**src/rtl/tag_frame_assembler.sv**
```systemverilog
// Collects decoded tag bits after a preamble into a FRAME_BITS-wide frame (MSB first),
// optionally checks the Gen2 CRC-16 and offers the result over a valid/ready handshake.
module tag_frame_assembler #(
    parameter int FRAME_BITS = 16,
    parameter int CHECK_CRC  = 0,
    parameter int TIMEOUT    = 255,
    parameter int BANK_WIDTH = 4
) (
    input  logic                  clk,
    input  logic                  rst_n,
    input  logic                  preamble_detected,
    input  logic                  in_dat,
    input  logic                  in_vld,
    input  logic [BANK_WIDTH-1:0] in_bank,
    output logic [FRAME_BITS-1:0] frame_dat,
    output logic [BANK_WIDTH-1:0] frame_bank,
    output logic                  frame_crc_ok,
    output logic                  frame_vld,
    input  logic                  frame_rdy,
    output logic                  timeout_err,
    output logic [7:0]            drop_cnt
);

    localparam int CNT_W = $clog2(FRAME_BITS + 1);
    localparam int TO_W  = $clog2(TIMEOUT + 1);

    typedef enum logic [1:0] {IDLE, COLLECT, HOLD} state_t;

    state_t                state, state_next;
    logic                  pre_q;
    logic                  start;
    logic [FRAME_BITS-1:0] shift_q, shift_next;
    logic [CNT_W-1:0]      bit_cnt;
    logic [TO_W-1:0]       to_cnt;
    logic [15:0]           crc_q, crc_next;
    logic                  last_bit, to_expire;
    logic                  load, accept, done, abort, drop;

    assign start      = preamble_detected & ~pre_q;
    assign shift_next = {shift_q[FRAME_BITS-2:0], in_dat};
    assign crc_next   = {crc_q[14:0], 1'b0} ^ ((crc_q[15] ^ in_dat) ? 16'h1021 : 16'h0000);
    assign last_bit   = (bit_cnt == CNT_W'(FRAME_BITS - 1));
    assign to_expire  = (to_cnt == TO_W'(TIMEOUT - 1));

    always_ff @(posedge clk or negedge rst_n) begin
        if (!rst_n) state <= IDLE;
        else        state <= state_next;
    end

    // NOTE: every output of this block gets a default first so no path leaves a value held (no latches).
    always_comb begin
        state_next = state;
        load       = 1'b0;
        accept     = 1'b0;
        done       = 1'b0;
        abort      = 1'b0;
        drop       = 1'b0;
        case (state)
            IDLE: begin
                if (start) begin
                    load       = 1'b1;
                    state_next = COLLECT;
                end
            end
            COLLECT: begin
                // A fresh preamble outranks everything, including the final bit of the frame.
                if (start) begin
                    load = 1'b1;
                end else if (in_vld) begin
                    accept = 1'b1;
                    if (last_bit) begin
                        done       = 1'b1;
                        state_next = HOLD;
                    end
                end else if (to_expire) begin
                    abort      = 1'b1;
                    state_next = IDLE;
                end
            end
            HOLD: begin
                if (frame_rdy) begin
                    load       = start;
                    state_next = start ? COLLECT : IDLE;
                end else if (start) begin
                    drop = 1'b1;
                end
            end
            default: state_next = IDLE;
        endcase
    end

    // NOTE: the shift register is reset too, so a partial frame never survives a reset.
    always_ff @(posedge clk or negedge rst_n) begin
        if (!rst_n) begin
            pre_q        <= 1'b0;
            shift_q      <= '0;
            bit_cnt      <= '0;
            to_cnt       <= '0;
            crc_q        <= 16'hFFFF;
            frame_dat    <= '0;
            frame_bank   <= '0;
            frame_crc_ok <= 1'b0;
            frame_vld    <= 1'b0;
            timeout_err  <= 1'b0;
            drop_cnt     <= '0;
        end else begin
            pre_q       <= preamble_detected;
            timeout_err <= abort;
            if (load) begin
                bit_cnt    <= '0;
                to_cnt     <= '0;
                crc_q      <= 16'hFFFF;
                frame_bank <= in_bank;
            end else if (accept) begin
                shift_q <= shift_next;
                crc_q   <= crc_next;
                bit_cnt <= bit_cnt + 1'b1;
                to_cnt  <= '0;
            end else if (state == COLLECT && to_cnt != TO_W'(TIMEOUT)) begin
                to_cnt <= to_cnt + 1'b1;
            end

            if (done) begin
                frame_dat    <= shift_next;
                frame_crc_ok <= (CHECK_CRC != 0) ? (crc_next == 16'h1D0F) : 1'b1;
                frame_vld    <= 1'b1;
            end else if (state == HOLD && frame_rdy) begin
                frame_vld <= 1'b0;
            end

            if (drop && drop_cnt != 8'hFF) drop_cnt <= drop_cnt + 1'b1;
        end
    end

endmodule

```
**config.mk**
```make
export PLATFORM = sky130hd
export DESIGN_NAME = tag_frame_assembler
export DESIGN_NICKNAME = d
export VERILOG_FILES = /design/src/rtl/tag_frame_assembler.sv
export SDC_FILE = /design/constraint.sdc
export NUM_CORES = 1
export LEC_CHECK = 0
export ABC_AREA = 1
export CORE_MARGIN = 5
export CORE_UTILIZATION = 54
export DETAILED_ROUTE_END_ITERATION = 12
export HOLD_SLACK_MARGIN = 0.08
export PLACE_DENSITY = 0.81
export SYNTH_ARGS = -nofsm -noshare
export SYNTH_HDL_FRONTEND = slang
export SYNTH_SLANG_ARGS = --single-unit
```
**constraint.sdc**
```tcl
create_clock -name clk -period 2.25 [get_ports clk]
set_clock_uncertainty 0.15 [all_clocks]
set_input_delay 0.5625 -clock clk [delete_from_list [all_inputs] [get_ports clk]]
set_output_delay 0.5625 -clock clk [all_outputs]
set_load 0.01 [all_outputs]
```
==> reports/qor.yml, run 1 <==
synthesis:
  compound_gate_fraction_of_synth_area_pct: 9.34
  synthesized_area_fraction_occupied_by_xor_and_xnor_cells_pct: 2.08
  synth-simple-area-share_pct: 25.1
  ys_types: 28
  synth_edf_count: 0
  synth_top_family_by_area: "simple AND/OR/NAND/NOR gates"
  post_synth_adder_cell_area_pct: 2.12
  yosys-top-cells-area: "sky130_fd_sc_hd__dfrtp_1 53%, sky130_fd_sc_hd__nand2_1 13%, sky130_fd_sc_hd__inv_1 6.1%"
  post_synthesis_sequential_area_ratio_pct: 52.6
  synth-main-ff-cell: "sky130_fd_sc_hd__dfrtp_1"
  postSynthAreaPerCell_um2: 8.67
  synth_area_leader: "sky130_fd_sc_hd__dfrtp_1"
  synth_commonest_cells: "103 x sky130_fd_sc_hd__nand2_1, 62 x sky130_fd_sc_hd__dfrtp_1, 48 x sky130_fd_sc_hd__inv_1, 22 x sky130_fd_sc_hd__nor2_1, 20 x sky130_fd_sc_hd__o21ai_0"
  yosys-mux-area-fraction_pct: 0
  syn-instance-count: 340
  synth.ff_latch_count: 62
  syn_area_um2: 2950
  synth_warnings: 0
  synthMostInstantiatedCell: "sky130_fd_sc_hd__nand2_1"
  async_reset_ff_share_pct: 100
  synth.top_cell.area_share_pct: 52.6
  synthesis.nets: 355
route:
  final_antenna_net_count: 0
  drt_pass1_iterations: 4
  drt_first_iter_violations: 107
  dr_total_vias: 2275
  detail_route.drc_violations: 0
  post_drt_wl_per_cell_um: 11.5
  totalWireLength_um: 5440
  routed_via_density: 4.82
clock_tree:
  count_of_cells_resized_by_post_cts_repair: 0
  cts.root.buffer_cell: "sky130_fd_sc_hd__clkbuf_8"
  insertion_delay_ns: 0.34
  tritoncts.num_buffers: 9
  cts_tree: "built"
  clk_pin_slew_ns: 0.08
  h-tree-depth: 3
  post-cts-setup-buffers: 0
  cts_sinks: 62
  cts_buffer_depth: 2
  cts-hold-fix-buffers: 0
finish:
  flow.area_growth_from_synthesis_pct: 24.2
  final_net_count: 410
  antenna-diode-count: 0
  layout.core_utilization_pct: 67.8
  final_layout_size_suffix_gt1_share_pct: 15.8
floorplan:
  initial_core_util_pct: 54.5
  floorplan.die.height_um: 83.9
  die_area_um2: 7040
  dieWidth_um: 83.9
  fp.coreArea_um2: 5410
  top_level_pins: 41
  row_count: 27
placement:
  post-dp-hpwl_um: 4050
  gpl.final_weighted_congestion: 0.793
  port_buf_inserts: 40
global_routing:
  grt_start_max_net_pins: 29
  global_route.usage.total_pct: 17.1
  grt_first_pass_wirelength_um: 9600
  antenna_found_initial: 0
  total_overflow_reported_by_the_global_router: 0
  first_global_vias: 2203
power:
  static-leakage-power_uw: 0.00180
  p_clk_share_pct: 30.7
  power.combinational.fraction_pct: 20.9
  switchingPower_uw: 980
  power_frac_seq_pct: 48.4
  switching_share_pct: 33.7
  vdd_ir_drop_max_mv: 0.372
  cell_internal_pwr_uw: 1930
  power_density_nw_per_um2: 794
sta:
  unrepaired_setup_endpoints_after_global_routing: "no"
  finalHoldViolations: 0
  worst-slew-pin-transition_ns: 0.619
  finalMaxSlewViolations: 0
  min_period_ns: 2.07
  timing.final.crit_share_pct: 92.1
  setup_viol: 0
  maxSlewHeadroom_pct: 58.7
  max_freq_mhz: 483
  finalSetupTns_ns: 0
worst_setup_path:
  cp_data_required_time_ns: 1.54
  cp.buffers_inverters: 1
  endpoint_kind: "output pin"
  critical-path-top-delay-family: "buffers and inverters"
  ordered_cell_list_for_the_critical_path: "clkdlybuf4s50_1"
  timing.critical_path.from_type: "flop"
  timing.setup.critical_path_class: "reg2out"
  critPathMaxFanout: 6
  longest_individual_stage_delay_on_the_worst_path_ns: 0.58
  worst_path_max_delay_cell: "sky130_fd_sc_hd__clkdlybuf4s50_1"
  critPathArrivalTime_ns: 1.36
flow_run:
  max-cap-violations: 0
status:
  status: "finished, final reports clean"
worst_hold_path:
  hold_class: "in2async"
-- cells in the final DEF, fill, tap and decap left out, types with 3 or more instances in the layout --
cell type                         count
sky130_fd_sc_hd__nand4_1              7
sky130_fd_sc_hd__nor2_2               3
sky130_fd_sc_hd__inv_1               48
sky130_fd_sc_hd__nand2_4              3
sky130_fd_sc_hd__nand2_1            103
sky130_fd_sc_hd__buf_4                9
sky130_fd_sc_hd__xor2_1               4
sky130_fd_sc_hd__nor2_1              22
sky130_fd_sc_hd__clkbuf_8            10
sky130_fd_sc_hd__o21ai_2             17
sky130_fd_sc_hd__nand3_1             15
sky130_fd_sc_hd__clkdlybuf4s50_1     39
sky130_fd_sc_hd__a21oi_1              3
sky130_fd_sc_hd__ha_1                 5
sky130_fd_sc_hd__dfrtp_1             62
sky130_fd_sc_hd__o21ai_0             20
sky130_fd_sc_hd__xnor2_1              3
sky130_fd_sc_hd__nor3_1               3
sky130_fd_sc_hd__nand2_2              6
-- final timing paths --
kind                                                from                       end  slack [ns]  cells past startpoint
min in group clk                frame_crc_ok$_DFFE_PN0P_  frame_crc_ok$_DFFE_PN0P_        0.32                      2
worst min-delay path                               rst_n  frame_dat[5]$_DFFE_PN0P_        0.08                      1
max in group asynchronous                          rst_n  frame_dat[2]$_DFFE_PN0P_        1.24                      2
worst max-delay path             drop_cnt[5]$_DFFE_PN0P_               drop_cnt[5]        0.18                      1
worst max register to register    bit_cnt[0]$_DFFE_PN0P_  frame_dat[8]$_DFFE_PN0P_        0.52                      8
worst min register to register  frame_crc_ok$_DFFE_PN0P_  frame_crc_ok$_DFFE_PN0P_        0.32                      2
-- power by group through the flow --
stage               Sequential [uW]  Combinational, uW  Clock [uW]
floorplan                      1400                465           0
global route                   1430                705         972
finish                         1410                607         892
global placement               1420                590           0
CTS                            1410                616         911
detailed placement             1430                610           0
-- stage by stage --
step,hold slack [ns],power (uW),setup slack (ns),area [um2],std cells
2_1_floorplan,0.117,1870,0.668,2950,340
3_3_place_gp,0.295,2010,0.0991,3480,456
3_5_place_dp,0.312,2040,0.0914,3480,456
4_1_cts,0.0839,2940,0.152,3660,472
5_1_grt,0.123,3100,0.124,3660,472
6_report,0.0778,2910,0.178,3660,472
-- registers in the layout (all words and copies together), names as in the netlist, 2 cells and up --
register,cells
frame_bank,4
bit_cnt,5
shift_q,15
frame_dat,16
drop_cnt,8
state,2
to_cnt,8
-- area by class of cell --
type	instances	area (um2)
inverters	51	194
multi-input cells	220	1140
fillers	451	1740
clock buffers	10	138
repair buffers	51	503
clock inverters	6	46.3
well taps	72	90.1
flip-flops and latches	62	1550
-- routing by layer --
metal / vias to the layer above / track usage [%] / routed length (um)
met3: 8 / 3.65 / 150
met1: 1072 / 21.3 / 2510
met5: - / 0 / 0
li1: 1166 / - / -
met4: 0 / 9.94 / 115
met2: 29 / 27.3 / 2660
-- cells by family after synthesis --
group | after synthesis
AND/OR/NAND/NOR | 166
buffers and inverters | 58
flip-flops | 62
AO/OA/AOI/OAI | 42
XOR/XNOR | 7
adder cells (fa/ha/maj) | 5
Note: power is estimated with default switching activity, not from simulation.
==> inputs of run 2 (changes only) <==
Settings changed: RECOVER_POWER set to 50.
==> reports/qor.yml, run 2 (synthesis results as in run 1) <==
route:
  detail_route.drc_violations: 0
  final_antenna_net_count: 0
  dr_total_vias: 2284
  drt_first_iter_violations: 68
  drt_pass1_iterations: 5
  post_drt_wl_per_cell_um: 11.6
  routed_via_density: 4.84
  totalWireLength_um: 5460
floorplan:
  row_count: 27
  fp.coreArea_um2: 5410
  floorplan.die.height_um: 83.9
  die_area_um2: 7040
  dieWidth_um: 83.9
  initial_core_util_pct: 54.5
  top_level_pins: 41
worst_setup_path:
  ordered_cell_list_for_the_critical_path: "clkdlybuf4s50_1"
  worstReg2RegStart: "bit_cnt[0]$_DFFE_PN0P_"
  worst_path_max_delay_cell: "sky130_fd_sc_hd__clkdlybuf4s50_1"
  critPathMaxFanout: 6
  cp.buffers_inverters: 1
  longest_individual_stage_delay_on_the_worst_path_ns: 0.58
  regToRegEndpoint: "frame_dat[0]$_DFFE_PN0P_"
  reg2regPathDepth: 8
  critPathArrivalTime_ns: 1.36
  endpoint_kind: "output pin"
  ff2ff_setup_slack_ns: 0.40
  critical-path-top-delay-family: "buffers and inverters"
  timing.setup.critical_path_class: "reg2out"
  timing.critical_path.from_type: "flop"
  cp_data_required_time_ns: 1.54
placement:
  post-dp-hpwl_um: 4050
  gpl.final_weighted_congestion: 0.793
  placed_cell_area_um2: 3480
  port_buf_inserts: 40
finish:
  layout.cells.most_common_list: "105 x sky130_fd_sc_hd__nand2_1, 62 x sky130_fd_sc_hd__dfrtp_1, 48 x sky130_fd_sc_hd__inv_1, 38 x sky130_fd_sc_hd__clkdlybuf4s50_1, 22 x sky130_fd_sc_hd__nor2_1"
  final_layout_size_suffix_gt1_share_pct: 14.0
  layout.core_utilization_pct: 67.0
  layout_commonest_cell: "sky130_fd_sc_hd__nand2_1"
  regMostFlops: "frame_dat"
  flow.area_growth_from_synthesis_pct: 22.8
  fill_cells: 459
  largestRegisters: "frame_dat (16), shift_q (15)"
  flip_flop_count_of_the_largest_register_after_layout: 16
  final_design_area_no_fill_um2: 3620
  antenna-diode-count: 0
  final_net_count: 410
sta:
  finalMaxSlewViolations: 0
  holdWs_ns: 0.320
  min_period_ns: 2.07
  maxSlewHeadroom_pct: 7.86
  setup_viol: 0
  finalHoldViolations: 0
  max_freq_mhz: 483
  timing.final.crit_share_pct: 92.1
  unrepaired_setup_endpoints_after_global_routing: "no"
  worst-slew-pin-transition_ns: 1.38
  finalSetupTns_ns: 0
power:
  p_total_uw: 2900
  power_density_nw_per_um2: 800
  vdd_ir_drop_max_mv: 0.372
  static-leakage-power_uw: 0.00178
worst_hold_path:
  worst_hold_start: "frame_crc_ok$_DFFE_PN0P_"
  hold_class: "reg2reg"
  min_delay_worst_endpoint: "frame_crc_ok$_DFFE_PN0P_"
  hold_depth: 2
clock_tree:
  cts-hold-fix-buffers: 0
  cts_tree: "built"
  cts_sinks: 62
  post-cts-setup-buffers: 0
  h-tree-depth: 3
  insertion_delay_ns: 0.34
  tritoncts.num_buffers: 9
  cts.root.buffer_cell: "sky130_fd_sc_hd__clkbuf_8"
  cts_buffer_depth: 2
  count_of_cells_resized_by_post_cts_repair: 0
  clk_pin_slew_ns: 0.07
flow_run:
  max-cap-violations: 0
global_routing:
  antenna_found_initial: 0
  global_route.usage.total_pct: 17.1
  grt_start_max_net_pins: 29
  total_overflow_reported_by_the_global_router: 0
  first_global_vias: 2203
  grt_first_pass_wirelength_um: 9600
status:
  status: "finished, final reports clean"
==> run 2: worst max-delay path by stage <==
stage | start | to | slack (ns) | depth (start not counted)
2_1_floorplan | preamble_detected | bit_cnt[2]$_DFFE_PN0P_ | 0.67 | 7
3_3_place_gp | frame_rdy | drop_cnt[7]$_DFFE_PN0P_ | 0.1 | 8
3_5_place_dp | frame_rdy | drop_cnt[7]$_DFFE_PN0P_ | 0.09 | 8
4_1_cts | drop_cnt[5]$_DFFE_PN0P_ | drop_cnt[5] | 0.15 | 1
5_1_grt | rst_n | drop_cnt[7]$_DFFE_PN0P_ | 0.11 | 2
6_report | drop_cnt[5]$_DFFE_PN0P_ | drop_cnt[5] | 0.18 | 1
==> run 2: layout make-up <==
class / count / area [um2] / area share (%)
multi-input combinational: 220 / 1130 / 31.1
timing repair buffer: 51 / 474 / 13.1
tap: 72 / 90.1 / 2.49
sequential: 62 / 1550 / 42.9
clock buffer: 10 / 138 / 3.80
clock inverter: 6 / 46.3 / 1.28
inverter: 51 / 194 / 5.36
==> run 2: through the flow <==
stage / setup slack, ns / cells
global route: 0.111 / 472
floorplan: 0.668 / 340
global placement: 0.0991 / 456
finish: 0.179 / 472
detailed placement: 0.0914 / 456
CTS: 0.152 / 472
==> run 2: power breakdown <==
group,internal (uW),leakage [uW],total (uW),switching (uW)
logic,202,0.000860,595,393
clock network,434,0.0000889,892,458
registers,1290,0.000827,1410,123
==> run 2: worst min-delay path, cell delays in order (launching register included) <==
cell and delay (ns):
sky130_fd_sc_hd__dfrtp_1 0.34, sky130_fd_sc_hd__inv_1 0.04, sky130_fd_sc_hd__nand2_1 0.05
==> run 2: per-layer routing <==
metal	share of wire, %	routed length [um]	track usage [%]
met5	0	0	0
met4	2.1	116	9.94
met3	2.8	154	3.65
met2	49	2660	27.3
met1	46	2520	21.3
